## src/rtl/loader_pkg.sv

```systemverilog
// Shared types and constants for the boot-time instruction loader.
package loader_pkg;

  typedef enum logic [2:0] {
    HDR_LO,
    HDR_HI,
    DATA,
    CHECK,
    DONE,
    ERROR
  } state_t;

  localparam logic [7:0] CHK_SEED = 8'h00;

  // States in which the loader still consumes stream bytes.
  function automatic logic is_loading(input state_t s);
    return (s == HDR_LO) || (s == HDR_HI) || (s == DATA) || (s == CHECK);
  endfunction

endpackage

```

## src/rtl/instr_loader_if.sv

```systemverilog
// Byte-stream input and instruction-memory write port of the loader.
interface instr_loader_if #(
  parameter int ADDR_W = 32
);

  logic              in_valid;
  logic [7:0]        in_data;
  logic              in_ready;
  logic              im_we;
  logic [ADDR_W-1:0] im_addr;
  logic [31:0]       im_wdata;

  modport master (
    input  in_valid, in_data,
    output in_ready, im_we, im_addr, im_wdata
  );

  modport slave (
    output in_valid, in_data,
    input  in_ready, im_we, im_addr, im_wdata
  );

endinterface

```

## src/rtl/word_assembler.sv

```systemverilog
// Packs little-endian payload bytes into 32-bit words and flags each completed word.
module word_assembler (
  input  logic        clk,
  input  logic        reset,
  input  logic        acc,
  input  logic [7:0]  din,
  output logic [1:0]  byte_idx,
  output logic [31:0] word,
  output logic        word_vld
);

  // Bytes shift in from the top, so after four of them word = {b3,b2,b1,b0}.
  always_ff @(posedge clk or negedge reset) begin
    if (!reset) begin
      word     <= '0;
      byte_idx <= '0;
      word_vld <= 1'b0;
    end else begin
      word_vld <= acc && (byte_idx == 2'd3);
      if (acc) begin
        word     <= {din, word[31:8]};
        byte_idx <= byte_idx + 2'd1;
      end
    end
  end

endmodule

```

## src/rtl/instr_loader.sv

```systemverilog
// Streams a counted, XOR-checksummed program into instruction memory, then releases the CPU.
module instr_loader
  import loader_pkg::*;
#(
  parameter int                ADDR_W    = 32,
  parameter logic [ADDR_W-1:0] BASE_ADDR = '0,
  parameter int                MAX_WORDS = 256
) (
  input  logic               clk,
  input  logic               reset,
  instr_loader_if.master     bus,
  output logic               cpu_run,
  output logic               done,
  output logic               err
);

  localparam logic [16:0] MAX_W = 17'(MAX_WORDS);

  state_t      state, state_nxt;
  logic [7:0]  chk;
  logic [7:0]  cnt_lo;
  logic [15:0] cnt;
  logic [15:0] widx;
  logic [15:0] hdr_cnt;
  logic        acc;
  logic [1:0]  byte_idx;
  logic [31:0] word;
  logic        word_vld;

  assign bus.in_ready = reset && is_loading(state);
  assign acc          = bus.in_valid && bus.in_ready;
  assign hdr_cnt      = {bus.in_data, cnt_lo};

  word_assembler u_asm (
    .clk      (clk),
    .reset    (reset),
    .acc      (acc && (state == DATA)),
    .din      (bus.in_data),
    .byte_idx (byte_idx),
    .word     (word),
    .word_vld (word_vld)
  );

  // widx advances in the write cycle itself, so it names the word being written.
  assign bus.im_we    = word_vld;
  assign bus.im_wdata = word;
  assign bus.im_addr  = BASE_ADDR + ADDR_W'({widx, 2'b00});

  assign cpu_run = (state == DONE);
  assign done    = (state == DONE);
  assign err     = (state == ERROR);

  always_comb begin
    state_nxt = state;
    unique case (state)
      HDR_LO: if (acc) state_nxt = HDR_HI;
      HDR_HI: begin
        if (acc) begin
          if ({1'b0, hdr_cnt} > MAX_W) state_nxt = ERROR;
          else if (hdr_cnt == 16'd0)   state_nxt = CHECK;
          else                         state_nxt = DATA;
        end
      end
      DATA: begin
        if (acc && (byte_idx == 2'd3) && (widx == cnt - 16'd1)) state_nxt = CHECK;
      end
      CHECK: if (acc) state_nxt = (bus.in_data == chk) ? DONE : ERROR;
      default: state_nxt = state;
    endcase
  end

  always_ff @(posedge clk or negedge reset) begin
    if (!reset) begin
      state  <= HDR_LO;
      chk    <= CHK_SEED;
      cnt_lo <= '0;
      cnt    <= '0;
      widx   <= '0;
    end else begin
      state <= state_nxt;
      if (acc && (state != CHECK)) chk <= chk ^ bus.in_data;
      if (acc && (state == HDR_LO)) cnt_lo <= bus.in_data;
      if (acc && (state == HDR_HI)) cnt <= hdr_cnt;
      if (word_vld) widx <= widx + 16'd1;
    end
  end

endmodule

```

## src/flat_wrapper.sv

```systemverilog
// flat-port wrapper written by rule: the top's interface ports become plain ports
module instr_loader_flat import loader_pkg::*;
#(
  parameter int                ADDR_W    = 32,
  parameter logic [ADDR_W-1:0] BASE_ADDR = '0,
  parameter int                MAX_WORDS = 256
)
  (clk, reset, cpu_run, done, err, bus_in_valid, bus_in_data, bus_in_ready, bus_im_we, bus_im_addr, bus_im_wdata);
  instr_loader_if #(.ADDR_W(ADDR_W)) bus_i ();
  input  logic clk;
  input  logic reset;
  output logic cpu_run;
  output logic done;
  output logic err;
  input wire logic [$bits(bus_i.in_valid)-1:0] bus_in_valid;
  input wire logic [$bits(bus_i.in_data)-1:0] bus_in_data;
  output wire logic [$bits(bus_i.in_ready)-1:0] bus_in_ready;
  output wire logic [$bits(bus_i.im_we)-1:0] bus_im_we;
  output wire logic [$bits(bus_i.im_addr)-1:0] bus_im_addr;
  output wire logic [$bits(bus_i.im_wdata)-1:0] bus_im_wdata;
  assign bus_i.in_valid = bus_in_valid;
  assign bus_i.in_data = bus_in_data;
  assign bus_in_ready = bus_i.in_ready;
  assign bus_im_we = bus_i.im_we;
  assign bus_im_addr = bus_i.im_addr;
  assign bus_im_wdata = bus_i.im_wdata;
  instr_loader #(.ADDR_W(ADDR_W), .BASE_ADDR(BASE_ADDR), .MAX_WORDS(MAX_WORDS)) u_core (.clk(clk), .reset(reset), .bus(bus_i), .cpu_run(cpu_run), .done(done), .err(err));
endmodule
```

## config.mk

```make
export PLATFORM = sky130hd
export DESIGN_NAME = instr_loader_flat
export DESIGN_NICKNAME = d
export VERILOG_FILES = /design/src/rtl/loader_pkg.sv /design/src/rtl/instr_loader_if.sv /design/src/rtl/word_assembler.sv /design/src/rtl/instr_loader.sv /design/src/flat_wrapper.sv
export SDC_FILE = /design/constraint.sdc
export NUM_CORES = 1
export LEC_CHECK = 0
export BUFFER_PORTS_ARGS = -buffer_cell sky130_fd_sc_hd__clkbuf_2
export CAP_MARGIN = 20
export CELL_PAD_IN_SITES_DETAIL_PLACEMENT = 1
export CELL_PAD_IN_SITES_GLOBAL_PLACEMENT = 2
export CORE_UTILIZATION = 29
export DETAILED_ROUTE_END_ITERATION = 10
export PLACE_DENSITY_LB_ADDON = 0.1
export SYNTH_ARGS = -nofsm -noshare
export SYNTH_HDL_FRONTEND = slang
export SYNTH_SLANG_ARGS = --single-unit
```

## constraint.sdc

```tcl
create_clock -name clk -period 4.1 [get_ports clk]
set_input_delay 0.41 -clock clk [delete_from_list [all_inputs] [get_ports clk]]
set_output_delay 0.41 -clock clk [all_outputs]
set_load 0.02 [all_outputs]
```

==> impl_metrics.json <==
{
  "cts_buffer_depth": 2,
  "core_mm2": 0.0141,
  "num_antenna_cells": 0,
  "holdBufCountCts": 1,
  "grt_pass1_wl_um": 16700,
  "p_int_mw": 2.23,
  "synth_top_area_share": 0.505,
  "worst_clock_skew_ns": 0.00794,
  "drt_pre_antenna_iters": 3,
  "switching_share": 0.358,
  "critical_path_class": "in2reg",
  "wl_met2_um": 4890,
  "rsz0062_at_grt": "no",
  "cts_tree": "done",
  "final_util": 0.357,
  "critPathMaxFanout": 20,
  "highest_layer": "met4",
  "h-tree-depth": 3,
  "cts_root_buffer": "clkbuf_16",
  "cp.arrival_ns": 2.76,
  "r2r-start": "u_core.cnt[7]",
  "cts_setup_buffers": 0,
  "reg2regPathDepth": 6,
  "p_seq_frac": 0.418,
  "worstSetupEndpointType": "flop",
  "pwr-share-comb": 0.320,
  "place_area_mm2": 0.00469,
  "hpwl_um": 7360,
  "hold_path.class": "in2reg",
  "whs_ns": 0.422,
  "clockPowerShare": 0.262,
  "startpoint": "reset",
  "synth_cell_types": 52,
  "synth_common_cells": "86 x dfrtp_1, 56 x mux2_2, 34 x xnor2_1",
  "avgViaCountPerCell": 4.79,
  "crit_path_end": "u_core.cnt[11]",
  "cts_buffers": 9,
  "status": "completed",
  "wl_met1_um": 4880,
  "synth_area_leader_cell": "dfrtp_1",
  "gr-total-overflow": 0,
  "synthTopCellsByArea": "dfrtp_1 50%, mux2_2 15%, xnor2_1 7.0%",
  "clock_latency_ns": 0.35,
  "setup_viol": 0,
  "drive_above_1_share": 0.348,
  "cp-start-kind": "input port",
  "vias": 2886,
  "rrSetupSlack_ns": 2.00,
  "routed-wl-met3_um": 374,
  "grt_max_degree": 70,
  "clkTransAtPathRegs_ns": 0.06,
  "nNetsFinal": 432,
  "synth_edf_count": 0,
  "fin_crit_ns": 2.53,
  "grt_pass1_vias": 3053,
  "placementRows": 43,
  "slew_headroom": 0.405,
  "io_buffers": 63,
  "finalHoldViolCount": 0,
  "vdd_drop_max_uv": 321,
  "place_congestion": 0.724,
  "synth_most_common_cell": "dfrtp_1",
  "start_util": 0.303,
  "post-route-cell-area_mm2": 0.00503,
  "synthArstFlopShare": 1.00,
  "synth_seq_area_share": 0.505,
  "clock_sinks": 86,
  "drv_slew": 0,
  "p_sw_mw": 1.24,
  "dieArea_mm2": 0.0152,
  "syn_to_final_growth_pct": 18.1,
  "r2r_end": "u_core.state[0]",
  "syn_inst": 354,
  "synth-seq-cells": 86,
  "die-height_um": 123,
  "chipWidth_um": 123,
  "power_density_mw_per_mm2": 689,
  "cts-resized-gates": 0,
  "grt_usage": 0.148,
  "fill_cells": 1567,
  "cp.required_ns": 4.32,
  "drcViolationCount": 0,
  "boundaryPins": 80,
  "antenna_found_initial": 0,
  "synth_ff_type": "dfrtp_1",
  "finalWirelength_um": 10300,
  "postRouteAntennaNets": 0,
  "setup-tns-final_ns": 0,
  "tightest_slew_ns": 0.893,
  "clock.fmax_ghz": 0.395,
  "drt_iter0_markers": 86,
  "synth_area_mm2": 0.00426,
  "yosysWarnings": 0,
  "detail_route.wl_per_cell_um": 17.1,
  "avgSynthCellArea_um2": 12.0,
  "maxCapViolCount": 0,
  "period_share": 0.618,
  "cellLeakagePower_nw": 2.31
}
-- registers in the layout, indices dropped and copies added (netlist names) --
register,flops
u_core.cnt_lo,8
u_core.widx,16
u_core.u_asm.word,32
u_core.chk,8
u_core.cnt,16
u_core.u_asm.byte_idx,2
u_core.u_asm.word_vld,1
u_core.state,3
-- placed cells by master (no fill, tap or decap), types with 3 or more instances in the layout --
cell type,instances
nand3_1,6
nor2_1,9
nor2b_1,3
or4_1,4
mux2_2,56
conb_1,16
a21oi_1,6
buf_4,3
nand2b_1,7
ha_1,3
and3_1,5
nor3_1,7
nand4_1,8
clkbuf_2,62
xor2_1,15
dfrtp_1,86
inv_1,3
nand2_1,20
xnor2_1,34
nor4_1,10
o21ai_0,5
clkbuf_16,9
-- power groups by stage --
stage                     logic [mW]  clock network (mW)  registers (mW)
after floorplan                0.647                   0            1.57
after global placement          1.12                   0            1.46
after detailed placement        1.13                   0            1.47
after CTS                       1.14               0.944            1.46
after global routing            1.22               0.969            1.50
final                           1.11               0.909            1.45
-- through the flow --
stage               setup WS (ns)  power (mW)  std cells
floorplan                    2.08        2.22        369
global placement             1.78        2.58        586
detailed placement           1.72        2.60        586
CTS                          1.52        3.54        603
global route                 1.35        3.70        603
finish                       1.57        3.47        603
-- critical path, stage by stage --
cell,delay [ns]
dlygate4sd3_1,0.53
buf_4,0.29
nor2b_1,0.23
nand3_1,0.20
nor2_2,0.68
mux2_2,0.41
-- logic make-up after synthesis --
group / after synthesis / share of synthesized area
other: 1 / 0.000879
adders and majority gates: 3 / 0.00880
AOI/OAI and AO/OA: 29 / 0.0472
and+or+nand+nor: 99 / 0.142
buffers and inverters: 31 / 0.0475
xor gates and xnor gates: 49 / 0.101
muxes: 56 / 0.148
DFF: 86 / 0.505
-- layout make-up --
cell class	instances	area [um2]	share of cell area
Clock buffer	10	239	0.0475
Clock inverter	6	91.3	0.0181
Inverter	3	11.3	0.00224
Multi-Input combinational cell	252	1970	0.392
Sequential cell	86	2150	0.427
Tap cell	180	225	0.0447
Timing Repair Buffer	66	343	0.0681
-- layer usage --
layer	global-route usage	vias to the layer above
met5	0	-
met4	0.0497	0
met3	0.0397	12
met2	0.235	55
met1	0.195	1472
li1	-	1347
-- worst min path at each step --
stage                        start              end  slack, ns  depth (start not counted)
finish              bus_in_data[4]    u_core.chk[4]       0.42                          3
floorplan                    reset    u_core.chk[0]       0.11                          0
CTS                 bus_in_data[4]    u_core.chk[4]       0.41                          3
detailed placement           reset  u_core.state[0]       0.32                          1
global placement             reset  u_core.state[0]       0.32                          1
global route        bus_in_data[4]    u_core.chk[4]       0.45                          3
Note: power is estimated with default switching activity, not from simulation.
